<file path="config.mk">
export PLATFORM = sky130hd
export DESIGN_NAME = leaf_bft_packet_tx_flat
export DESIGN_NICKNAME = d
export VERILOG_FILES = /design/src/rtl/leaf_pkt_pkg.sv /design/src/rtl/leaf_bft_packet_tx_if.sv /design/src/rtl/leaf_bft_packet_tx_rr_arbiter.sv /design/src/rtl/leaf_bft_packet_tx.sv /design/src/flat_wrapper.sv
export SDC_FILE = /design/constraint.sdc
export NUM_CORES = 1
export LEC_CHECK = 0
export ABC_AREA = 1
export CORE_MARGIN = 4
export CORE_UTILIZATION = 45
export DETAILED_ROUTE_END_ITERATION = 8
export PLACE_DENSITY_LB_ADDON = 0.1
export SLEW_MARGIN = 10
export SYNTH_ARGS = -nofsm -noshare
export SYNTH_HDL_FRONTEND = slang
export SYNTH_SLANG_ARGS = --single-unit
</file>
<file path="constraint.sdc">
create_clock -name clk -period 3.45 [get_ports clk]
set_input_delay 0.345 -clock clk [delete_from_list [all_inputs] [get_ports clk]]
set_output_delay 0.345 -clock clk [all_outputs]
set_load 0.1 [all_outputs]
</file>
<file path="src/rtl/leaf_pkt_pkg.sv">
// ---------------------------------------------------------------------------
// leaf_pkt_pkg
// Shared definitions for the leaf<->BFT packet link.
// Packet layout (49 bits):
//   {valid[48], leaf[47:43], port[42:39], addr[38:32], payload[31:0]}
// Contents: field widths/offsets, the two inbound control port numbers
// (config and freespace update), credit limits, field typedefs and the
// pack_pkt() helper that builds a valid outbound packet.
// ---------------------------------------------------------------------------
package leaf_pkt_pkg;

  localparam int PACKET_BITS           = 49;
  localparam int PAYLOAD_BITS          = 32;
  localparam int NUM_LEAF_BITS         = 5;
  localparam int NUM_PORT_BITS         = 4;
  localparam int NUM_ADDR_BITS         = 7;

  localparam int VALID_BIT             = 48;
  localparam int LEAF_LSB              = 43;
  localparam int PORT_LSB              = 39;
  localparam int ADDR_LSB              = 32;
  localparam int PAYLOAD_LSB           = 0;

  localparam int MAX_CREDITS           = 2 ** NUM_ADDR_BITS;
  localparam int CREDIT_BITS           = NUM_ADDR_BITS + 1;
  localparam int FREESPACE_UPDATE_SIZE = 64;

  localparam logic [NUM_PORT_BITS-1:0] CFG_PORT       = 4'd0;
  localparam logic [NUM_PORT_BITS-1:0] FREESPACE_PORT = 4'd1;

  typedef logic [PACKET_BITS-1:0]   packet_t;
  typedef logic [NUM_LEAF_BITS-1:0] leaf_t;
  typedef logic [NUM_PORT_BITS-1:0] port_t;
  typedef logic [NUM_ADDR_BITS-1:0] addr_t;
  typedef logic [PAYLOAD_BITS-1:0]  payload_t;
  typedef logic [CREDIT_BITS-1:0]   credit_t;

  // Builds a valid packet from its fields using the shared offsets.
  function automatic packet_t pack_pkt(leaf_t leaf, port_t port, addr_t addr, payload_t data);
    packet_t p;
    p = '0;
    p[VALID_BIT]                         = 1'b1;
    p[LEAF_LSB +: NUM_LEAF_BITS]         = leaf;
    p[PORT_LSB +: NUM_PORT_BITS]         = port;
    p[ADDR_LSB +: NUM_ADDR_BITS]         = addr;
    p[PAYLOAD_LSB +: PAYLOAD_BITS]       = data;
    return p;
  endfunction

endpackage

</file>
<file path="src/rtl/leaf_bft_packet_tx_if.sv">
// ---------------------------------------------------------------------------
// leaf_bft_packet_tx_if
// Bundles the BFT-side and user-side signals of the packet transmitter.
//   din_leaf_bft2interface   inbound config / freespace-update packets
//   dout_leaf_interface2bft  outbound packets (bit 48 = valid)
//   resend                   stall request from the BFT
//   din_leaf_user2interface  user data, output i at [32i+31:32i]
//   vld_user2interface       per-output word valid
//   ack_interface2user       per-output word accepted (one-hot or zero)
// Modports: slave = transmitter, master = environment (user + BFT).
// ---------------------------------------------------------------------------
interface leaf_bft_packet_tx_if #(
  parameter int NUM_OUT_PORTS = 4
);
  import leaf_pkt_pkg::*;

  packet_t                               din_leaf_bft2interface;
  packet_t                               dout_leaf_interface2bft;
  logic                                  resend;
  logic [NUM_OUT_PORTS*PAYLOAD_BITS-1:0] din_leaf_user2interface;
  logic [NUM_OUT_PORTS-1:0]              vld_user2interface;
  logic [NUM_OUT_PORTS-1:0]              ack_interface2user;

  modport slave (
    input  din_leaf_bft2interface,
    input  resend,
    input  din_leaf_user2interface,
    input  vld_user2interface,
    output dout_leaf_interface2bft,
    output ack_interface2user
  );

  modport master (
    output din_leaf_bft2interface,
    output resend,
    output din_leaf_user2interface,
    output vld_user2interface,
    input  dout_leaf_interface2bft,
    input  ack_interface2user
  );

endinterface

</file>
<file path="src/rtl/leaf_bft_packet_tx_rr_arbiter.sv">
// ---------------------------------------------------------------------------
// rr_arbiter
// Round-robin arbiter: at most one grant per cycle, searching from the
// pointer. After a grant to i the pointer moves to i+1 (mod N); with no
// grant it holds.
// Ports:
//   clk, reset   clock, synchronous active-high reset (pointer -> 0)
//   req_i        request vector
//   en_i         when low nothing is granted and the pointer holds
//   grant_o      one-hot grant (combinational)
//   grant_vld_o  a grant was issued this cycle
//   grant_idx_o  index of the granted requester
// ---------------------------------------------------------------------------
module rr_arbiter #(
  parameter  int N     = 4,
  localparam int IDX_W = (N > 1) ? $clog2(N) : 1
) (
  input  logic             clk,
  input  logic             reset,
  input  logic [N-1:0]     req_i,
  input  logic             en_i,
  output logic [N-1:0]     grant_o,
  output logic             grant_vld_o,
  output logic [IDX_W-1:0] grant_idx_o
);

  logic [IDX_W-1:0] ptr_q;
  logic [IDX_W-1:0] ptr_d;
  logic [IDX_W-1:0] cand;

  // Walk the requesters in rotated order starting at the pointer and take
  // the first one that is asking.
  always_comb begin
    grant_o     = '0;
    grant_vld_o = 1'b0;
    grant_idx_o = '0;
    cand        = '0;
    for (int k = 0; k < N; k++) begin
      cand = IDX_W'((int'(ptr_q) + k) % N);
      if (en_i && !grant_vld_o && req_i[cand]) begin
        grant_o[cand] = 1'b1;
        grant_vld_o   = 1'b1;
        grant_idx_o   = cand;
      end
    end
    ptr_d = grant_vld_o ? IDX_W'((int'(grant_idx_o) + 1) % N) : ptr_q;
  end

  // Pointer register.
  always_ff @(posedge clk) begin
    if (reset) ptr_q <= '0;
    else       ptr_q <= ptr_d;
  end

endmodule

</file>
<file path="src/rtl/leaf_bft_packet_tx.sv">
// ---------------------------------------------------------------------------
// leaf_bft_packet_tx
// Transmit end of the leaf<->BFT packet link. Arbitrates the user output
// streams round robin, stamps the granted word with its configured
// destination (leaf, port) and rolling BRAM address, and registers one
// packet per cycle toward the BFT. Per-output credits track receiver BRAM
// free space; config and freespace-update packets arrive on the inbound bus.
// Ports:
//   clk, reset   clock, synchronous active-high reset
//   bus          leaf_bft_packet_tx_if.slave (BFT in/out, user data/vld/ack)
// Optional (macro LEAF_BFT_TX_STATS_EN):
//   tx_pkt_count    per-output granted packet counters, 32 bits each
//   tx_stall_count  cycles with some vld high but no grant
// ---------------------------------------------------------------------------
module leaf_bft_packet_tx
  import leaf_pkt_pkg::*;
#(
  parameter  int NUM_OUT_PORTS = 4,
  localparam int IDX_W         = (NUM_OUT_PORTS > 1) ? $clog2(NUM_OUT_PORTS) : 1
) (
  input  logic                        clk,
  input  logic                        reset,
  leaf_bft_packet_tx_if.slave         bus
`ifdef LEAF_BFT_TX_STATS_EN
  ,
  output logic [NUM_OUT_PORTS*32-1:0] tx_pkt_count,
  output logic [31:0]                 tx_stall_count
`endif
);

  leaf_t                    destLeaf_q [NUM_OUT_PORTS];
  leaf_t                    destLeaf_d [NUM_OUT_PORTS];
  port_t                    destPort_q [NUM_OUT_PORTS];
  port_t                    destPort_d [NUM_OUT_PORTS];
  logic [NUM_OUT_PORTS-1:0] destValid_q, destValid_d;
  addr_t                    addr_q [NUM_OUT_PORTS];
  addr_t                    addr_d [NUM_OUT_PORTS];
  credit_t                  credit_q [NUM_OUT_PORTS];
  credit_t                  credit_d [NUM_OUT_PORTS];
  packet_t                  dout_q, dout_d;

  logic [NUM_OUT_PORTS-1:0] eligible;
  logic [NUM_OUT_PORTS-1:0] grant;
  logic                     grantVld;
  logic [IDX_W-1:0]         grantIdx;
  logic                     arbEn;

  logic                     inValid;
  port_t                    inPort;
  payload_t                 inPayload;
  logic                     cfgHit, fsHit;
  logic [3:0]               cfgIdx, fsIdx;
  logic                     unusedInBits;

  // Inbound decode: only the port field and a few payload bits matter.
  assign inValid      = bus.din_leaf_bft2interface[VALID_BIT];
  assign inPort       = bus.din_leaf_bft2interface[PORT_LSB +: NUM_PORT_BITS];
  assign inPayload    = bus.din_leaf_bft2interface[PAYLOAD_LSB +: PAYLOAD_BITS];
  assign cfgHit       = inValid && (inPort == CFG_PORT);
  assign fsHit        = inValid && (inPort == FREESPACE_PORT);
  assign cfgIdx       = inPayload[31:28];
  assign fsIdx        = inPayload[3:0];
  assign unusedInBits = ^{bus.din_leaf_bft2interface[LEAF_LSB +: NUM_LEAF_BITS],
                          bus.din_leaf_bft2interface[ADDR_LSB +: NUM_ADDR_BITS],
                          inPayload[27:9]};

  // An output may compete only with a word, a credit and a destination.
  always_comb begin
    eligible = '0;
    for (int i = 0; i < NUM_OUT_PORTS; i++) begin
      eligible[i] = bus.vld_user2interface[i] && (credit_q[i] != '0) && destValid_q[i];
    end
  end

  // Reset also blocks grants so no word is acked while state is cleared.
  assign arbEn = !bus.resend && !reset;

  rr_arbiter #(.N(NUM_OUT_PORTS)) u_arb (
    .clk         (clk),
    .reset       (reset),
    .req_i       (eligible),
    .en_i        (arbEn),
    .grant_o     (grant),
    .grant_vld_o (grantVld),
    .grant_idx_o (grantIdx)
  );

  assign bus.ack_interface2user      = grant;
  assign bus.dout_leaf_interface2bft = dout_q;

  // Credit after this cycle: a grant spends one, an update returns a block,
  // and the result never exceeds the receiver BRAM depth.
  function automatic credit_t nextCredit(credit_t cur, logic dec, logic inc);
    int sum;
    sum = int'(cur) - int'(dec) + (inc ? FREESPACE_UPDATE_SIZE : 0);
    if (sum > MAX_CREDITS) sum = MAX_CREDITS;
    return credit_t'(sum);
  endfunction

  // Next-state logic. The outgoing packet is built from the current
  // destination registers, so a config landing in the grant cycle only
  // affects later grants.
  always_comb begin
    dout_d      = '0;
    destValid_d = destValid_q;
    if (grantVld) begin
      dout_d = pack_pkt(destLeaf_q[grantIdx], destPort_q[grantIdx], addr_q[grantIdx],
                        bus.din_leaf_user2interface[int'(grantIdx)*PAYLOAD_BITS +: PAYLOAD_BITS]);
    end
    for (int i = 0; i < NUM_OUT_PORTS; i++) begin
      addr_d[i]     = addr_q[i] + addr_t'(grant[i]);
      credit_d[i]   = nextCredit(credit_q[i], grant[i], fsHit && (fsIdx == 4'(i)));
      destLeaf_d[i] = destLeaf_q[i];
      destPort_d[i] = destPort_q[i];
      if (cfgHit && (cfgIdx == 4'(i))) begin
        destLeaf_d[i]  = inPayload[8:4];
        destPort_d[i]  = inPayload[3:0];
        destValid_d[i] = 1'b1;
      end
    end
  end

  // State registers; reset drops any packet still in the output register.
  always_ff @(posedge clk) begin
    if (reset) begin
      dout_q      <= '0;
      destValid_q <= '0;
      for (int i = 0; i < NUM_OUT_PORTS; i++) begin
        destLeaf_q[i] <= '0;
        destPort_q[i] <= '0;
        addr_q[i]     <= '0;
        credit_q[i]   <= credit_t'(MAX_CREDITS);
      end
    end else begin
      dout_q      <= dout_d;
      destValid_q <= destValid_d;
      for (int i = 0; i < NUM_OUT_PORTS; i++) begin
        destLeaf_q[i] <= destLeaf_d[i];
        destPort_q[i] <= destPort_d[i];
        addr_q[i]     <= addr_d[i];
        credit_q[i]   <= credit_d[i];
      end
    end
  end

`ifdef LEAF_BFT_TX_STATS_EN
  logic [31:0] pktCount_q [NUM_OUT_PORTS];
  logic [31:0] stallCount_q;

  // Statistics: wrapping per-output grant counters and a stall counter.
  always_ff @(posedge clk) begin
    if (reset) begin
      stallCount_q <= '0;
      for (int i = 0; i < NUM_OUT_PORTS; i++) pktCount_q[i] <= '0;
    end else begin
      if ((|bus.vld_user2interface) && !grantVld) stallCount_q <= stallCount_q + 32'd1;
      for (int i = 0; i < NUM_OUT_PORTS; i++) begin
        if (grant[i]) pktCount_q[i] <= pktCount_q[i] + 32'd1;
      end
    end
  end

  // Flatten the per-output counters onto the output bus.
  always_comb begin
    tx_pkt_count = '0;
    for (int i = 0; i < NUM_OUT_PORTS; i++) tx_pkt_count[i*32 +: 32] = pktCount_q[i];
  end

  assign tx_stall_count = stallCount_q;
`endif

endmodule

</file>
<file path="src/flat_wrapper.sv">
// flat-port wrapper written by rule: the top's interface ports become plain ports
module leaf_bft_packet_tx_flat import leaf_pkt_pkg::*;
#(
  parameter  int NUM_OUT_PORTS = 4,
  localparam int IDX_W         = (NUM_OUT_PORTS > 1) ? $clog2(NUM_OUT_PORTS) : 1
)
  (clk, reset, bus_din_leaf_bft2interface, bus_resend, bus_din_leaf_user2interface, bus_vld_user2interface, bus_dout_leaf_interface2bft, bus_ack_interface2user);
  leaf_bft_packet_tx_if #(.NUM_OUT_PORTS(NUM_OUT_PORTS)) bus_i ();
  input  logic clk;
  input  logic reset;
  input wire logic [$bits(bus_i.din_leaf_bft2interface)-1:0] bus_din_leaf_bft2interface;
  input wire logic [$bits(bus_i.resend)-1:0] bus_resend;
  input wire logic [$bits(bus_i.din_leaf_user2interface)-1:0] bus_din_leaf_user2interface;
  input wire logic [$bits(bus_i.vld_user2interface)-1:0] bus_vld_user2interface;
  output wire logic [$bits(bus_i.dout_leaf_interface2bft)-1:0] bus_dout_leaf_interface2bft;
  output wire logic [$bits(bus_i.ack_interface2user)-1:0] bus_ack_interface2user;
  assign bus_i.din_leaf_bft2interface = bus_din_leaf_bft2interface;
  assign bus_i.resend = bus_resend;
  assign bus_i.din_leaf_user2interface = bus_din_leaf_user2interface;
  assign bus_i.vld_user2interface = bus_vld_user2interface;
  assign bus_dout_leaf_interface2bft = bus_i.dout_leaf_interface2bft;
  assign bus_ack_interface2user = bus_i.ack_interface2user;
  leaf_bft_packet_tx #(.NUM_OUT_PORTS(NUM_OUT_PORTS)) u_core (.clk(clk), .reset(reset), .bus(bus_i));
endmodule
</file>
# --- Word-level counts from Yosys, hierarchy flattened ---
# Memory sizes are Yosys's and may differ from the RTL's.
# Cells that the tools add are included.
classes:
  n_addsub: 16
  n_lt_le_gt_ge: 12
  eq_ne: 11
  shifts: 1
  mux: 64
  bitwise: 20
  n_reduce_logical: 47
ops:
  columns: ["op", "n"]
  rows:
  - ["greater-than comparator 32 x 9 -> 1 bit, second input constant", 4]
  - ["indexed part select 128 x 8 -> 32 bit", 1]
  - ["2-to-1 mux 8 bit", 8]
  - ["2-to-1 mux 7 bit", 8]
  - ["2-to-1 mux 49 bit", 1]
  - ["2-to-1 mux 4 bit", 12]
  - ["adder 9 x 8 -> 10 bit", 4]
  - ["2-to-1 mux 5 bit", 8]
  - ["subtractor 8 x 1 -> 9 bit", 4]
  - ["nonzero test 8 bit", 4]
  - ["logical AND 1 bit", 30]
  - ["adder 7 x 1 -> 7 bit", 4]
  - ["equality test 4 x 2 -> 1 bit, second input constant", 4]
  - ["bitwise OR 1 bit", 16]
  - ["2-to-1 mux 1 bit", 15]
  - ["equality test 4 x 1 -> 1 bit, second input constant", 3]
  - ["zero test 4 bit", 3]
  - ["less-than comparator 2 x 3 -> 1 bit, second input constant", 4]
  - ["bitwise OR 4 bit", 3]
  - ["binary-select mux 1 bit (select 2 bit)", 4]
  - ["demux 1 bit (select 2 bit)", 4]
  - [">= comparator 2 x 1 -> 1 bit, second input constant", 4]
  - ["2-to-1 mux 2 bit", 4]
  - ["AND reduction 2 bit", 4]
  - ["6 further kinds", 15]
word_totals:
  ff_bits: 55
  ram_bits: 96
  inputBits: 184
  mem_count: 4
mem_list:
  columns: ["memory", "words", "width", "rd", "rd_ports_with_merged_regs", "wr", "line_no", "text"]
  rows:
  - ["u_core.credit_q", 4, 8, 4, 0, 4, "leaf_bft_packet_tx.sv:38", "credit_t credit_q [NUM_OUT_PORTS];"]
  - ["u_core.addr_q", 4, 7, 5, 0, 4, "leaf_bft_packet_tx.sv:36", "addr_t addr_q [NUM_OUT_PORTS];"]
  - ["u_core.destLeaf_q", 4, 5, 1, 0, 4, "leaf_bft_packet_tx.sv:31", "leaf_t destLeaf_q [NUM_OUT_PORTS];"]
  - ["u_core.destPort_q", 4, 4, 1, 0, 4, "leaf_bft_packet_tx.sv:33", "port_t destPort_q [NUM_OUT_PORTS];"]

# --- Depth between registers and ports, before layout ---
# An unclocked memory read counts as a cell.
depth:
  depth_word: 25
  mapped_depth: 26
  depth_no_buf: 26

# --- Hierarchy ---
# Synthesis repeated with hierarchy kept, for this count alone.
hier_totals:
  cells_unflattened: 1078
  hier_area_um2: 7937.6
modules_own_cells:
  columns: ["module", "n_inst", "cells_per_inst", "area_each_um2", "seq_area_each_um2"]
  rows:
  - ["leaf_bft_packet_tx", 1, 993, 7385.8, 3343.2]
  - ["rr_arbiter", 1, 85, 551.8, 40.0]

# --- Worst setup path before layout ---
# OpenSTA, ideal clock, no wires.
synth_path:
  path_type: "register -> register"
  startpoint: "register u_core.u_arb.ptr_q[0]"
  endpoint: "memory u_core.credit_q[0][0] in the netlist's numbering"
  arrival_time_ns: 6.073
  slack_ns: -2.688
  stages_incl_launch_ff: 23
  n_path_buf: 0
  cell_sequence: "dfxtp_1 inv_2 ha_1 inv_1 nand3_2 nand2_2 nand4_2 nor2_4 inv_1 o21ai_0 ha_1 ha_1 nand3_1 nor3_1 xor2_1 ha_1 inv_1 nand4_1 nor4_1 o21ai_0 a21oi_1 inv_1 nor2_1"
synth_rtl:
  columns: ["element", "line_no", "text"]
  rows:
  - ["start: declaration", "leaf_bft_packet_tx_rr_arbiter.sv:27", "logic [IDX_W-1:0] ptr_q;"]
  - ["start signal: assignment", "leaf_bft_packet_tx_rr_arbiter.sv:52", "else ptr_q <= ptr_d;"]
  - ["end: declaration", "leaf_bft_packet_tx.sv:38", null]

==> results.yml <==
sta:
  finalSetupTns_ps: -4060
  period_share_pct: 107
  final-max-slew-violation-count: 0
  clock-skew-final_ps: 11.7
  grt_setup_unrepaired: "true"
  slew-limit-headroom_pct: 30.0
  hold_slack_ps: 461
  setup-violations-final: 25
  clock.fmax_mhz: 270
  final-hold-violation-count: 0
  worstMarginPinSlew_ps: 1050
  final.setup.worst_slack_ps: -250
  time_the_final_worst_path_needs_with_i_o_delays_and_setup_ps: 3700
clocking:
  tritoncts_clock_tree: "yes"
  clock_tree.buffer_depth: 2
  clock_tree.root_cell: "clkbuf_16"
  cts_clock_pin_slew_for_the_worst_setup_and_hold_paths_ps: 70
  cts.sink_count: 151
  tritoncts.num_buffers: 17
  cts_hold_buffers: 0
  h-tree-depth: 4
  clock_insertion_delay_worst_skew_ps: 430
floorplanning:
  floorplan.rows: 50
  design.portCount: 237
  vertical_extent_of_the_die_um: 148
  fp.coreArea_um2: 19000
  die-area_um2: 21800
  die_w_um: 148
  initial_utilization_pct: 46.3
global_routing:
  first_global_vias: 8596
  met3_usage_pct: 4.14
  global_route.overflow_total: 0
  globalRouteMet2Util_pct: 39.6
  antenna_found_initial: 0
  grt_util_all_layers_pct: 24.1
  grt.met1_usage_pct: 32.1
  global_route.peak_usage_layer: "met2"
  wire_length_of_the_first_global_routing_pass_um: 42900
  grt_max_degree: 97
final_layout:
  insertedDiodeCount: 0
  synthesis_to_finish_area_growth_pct: 51.0
  finish.net_count: 1761
  drive_gt1_share_pct: 22.1
min_path:
  hp-start: "u_core.destValid_q[0]"
  hold_ep: "u_core.destValid_q[0]"
  holdPathStages: 2
  worstHoldPathType: "flip-flop to flip-flop"
drt:
  detail_route.iter0.violations: 651
  detail_route.wl_per_cell_um: 15.2
  drc: 0
  average_via_count_per_standard_cell: 4.99
  drt_first_pass_iters: 5
  drtAntennaViolNets: 0
  routed_wl_um: 27700
  detailroute.via_count: 9069
place:
  dp_slack_ps: -508
  portBuffers: 205
  dpl.hpwl_um: 18200
  gp_routability_congestion: 0.857
logic_synthesis:
  per_instance_average_area_after_synthesis_um2: 7.11
  post_synth_main_area_contributors: "dfxtp_1 26%, nand3_1 18%, edfxtp_1 12%"
  synth_enable_flop_cells: 36
  number_of_instances_in_the_synthesized_netlist: 1233
  most_used_standard_cells_in_the_synthesized_netlist: "309 x nand3_1, 271 x inv_1, 115 x dfxtp_1"
  synth_most_common_cell: "nand3_1"
  ys_ff_latch: 151
  async_flop_share_pct: 0
  synth.cell_area_um2: 8770
  synth_top_area_share_pct: 26.3
  synth.largest_area_cell: "dfxtp_1"
  synth_nets: 1449
  yosys_warnings: 0
  yosysUniqueCellTypes: 37
  ys.flop_type: "dfxtp_1"
  synth.yosys.seq_area_share_pct: 38.6
worst_setup_path:
  worst_path_largest_cell_delay_ps: 330
  critPathMostFrequentCell: "buf_4"
  r2r-end: "u_core.credit_q[3][7]"
  critical_path.cell_chain: "inv_2, nand2_2, nor2_2, nand2_2, nand3_2, nand3_2, nand2_4, nand4_4, nor2_4, clkinvlp_4, buf_12, o21ai_4, ha_4, buf_4, buf_4, nand4_1, nor3_1, xor2_1, ha_1, inv_1, o21ai_1, a21oi_2, buf_4, nand2_1"
  crit_path_max_fanout: 4
  worst_path_max_delay_cell: "dfxtp_2"
  setup.worst_path.start_class: "flip-flop"
  worst-endpoint-required_ps: 3780
  ff2ff_setup_slack_ps: -250
  cp_data_arrival_time_ps: 4030
  timing.setup.critical_path_class: "flip-flop to flip-flop"
  rr_worst_depth: 24
  setup.worst_path.end_class: "flip-flop"
  reg2reg_from: "u_core.credit_q[3][2]"
power_and_ir_drop:
  irDropWorstVdd_uv: 672
  power_per_cell_area_nw_per_um2: 778
  power.leakage_nw: 6.00
outcome:
  violations: "negative setup slack"
  outcome: "finished, violations left"
job:
  max-cap-violations: 0
final cells by class:
cell class / count / area, um^2
clock buffers: 18 / 429
clock inverters: 14 / 140
fillers: 1521 / 5720
inverters: 299 / 1130
multi-input cells: 724 / 4510
flip-flops and latches: 151 / 3400
well taps: 260 / 325
repair buffers: 352 / 3290
metrics by stage:
step,instance area (um^2),cells,util [%],total power [mW]
after floorplan,9040,1233,-,6.34
after CTS,13000,1803,68.4,10.1
final,13200,1818,69.8,10.3
after global routing,13200,1818,69.8,10.9
after global placement,12000,1745,63.4,7.91
after detailed placement,12000,1745,63.4,7.96
report_power, final:
group	switching (mW)	total, mW	internal, mW
Sequential	0.113	2.24	2.12
Combinational	4.10	6.24	2.14
Clock	0.808	1.82	1.01
Total	5.03	10.3	5.27
worst max path at each step:
stage                         startpoint                    end  slack [ps]
2_1_floorplan      u_core.u_arb.ptr_q[0]  u_core.credit_q[0][0]        -550
3_3_place_gp   bus_vld_user2interface[2]  u_core.credit_q[2][1]        -370
3_5_place_dp   bus_vld_user2interface[0]  u_core.credit_q[3][2]        -510
4_1_cts            u_core.credit_q[2][4]  u_core.credit_q[3][4]         -70
5_1_grt            u_core.credit_q[3][2]  u_core.credit_q[3][2]        -430
6_report           u_core.credit_q[3][2]  u_core.credit_q[3][7]        -250
cells by family after synthesis:
| group | Yosys count | synth area share, % |
|---|---|---|
| AOI/OAI and AO/OA | 95 | 6.21 |
| buffers and inverters | 358 | 16.6 |
| DFF | 151 | 38.6 |
| xor gates and xnor gates | 27 | 2.70 |
| adders and majority gates | 32 | 4.57 |
| and+or+nand+nor | 570 | 31.4 |
critical path, delay by kind of cell, from the launching register on:
family / cells / cell delay, ps
DFF: 1 / 330
xor gates and xnor gates: 1 / 260
and+or+nand+nor: 11 / 1340
adders and majority gates: 2 / 440
AOI/OAI and AO/OA: 3 / 480
buffers and inverters: 7 / 740
cells in the final DEF, fill, tap and decap left out, types with 35 or more instances in the layout:
cell	instances
a21oi_1	51
nor2_1	98
dfxtp_1	104
edfxtp_1	36
buf_4	137
nand3_1	296
nand2_1	66
inv_1	262
clkdlybuf4s50_1	201
inv_2	35
flip-flops by register name, indices dropped and copies added, names as in the netlist:
name / count
u_core.destValid_q: 4
u_core.destLeaf_q: 20
u_core.u_arb.ptr_q: 2
u_core.credit_q: 32
u_core.bus.dout_leaf_interface2bft: 49
u_core.addr_q: 28
u_core.destPort_q: 16
metal layers:
layer / vias up / share of wire [%]
met4: 0 / 2.6
met2: 351 / 47
li1: 4554 / -
met5: - / 0
met1: 4111 / 43
met3: 53 / 7.4
what timing repair did:
action / CTS / global route
setup buffers: 26 / 16
endpoints found under the setup margin: 32 / 32
gates resized for setup: 48 / 38
pin swaps: 53 / 48
No activity file was read; power rests on OpenSTA's default activity.
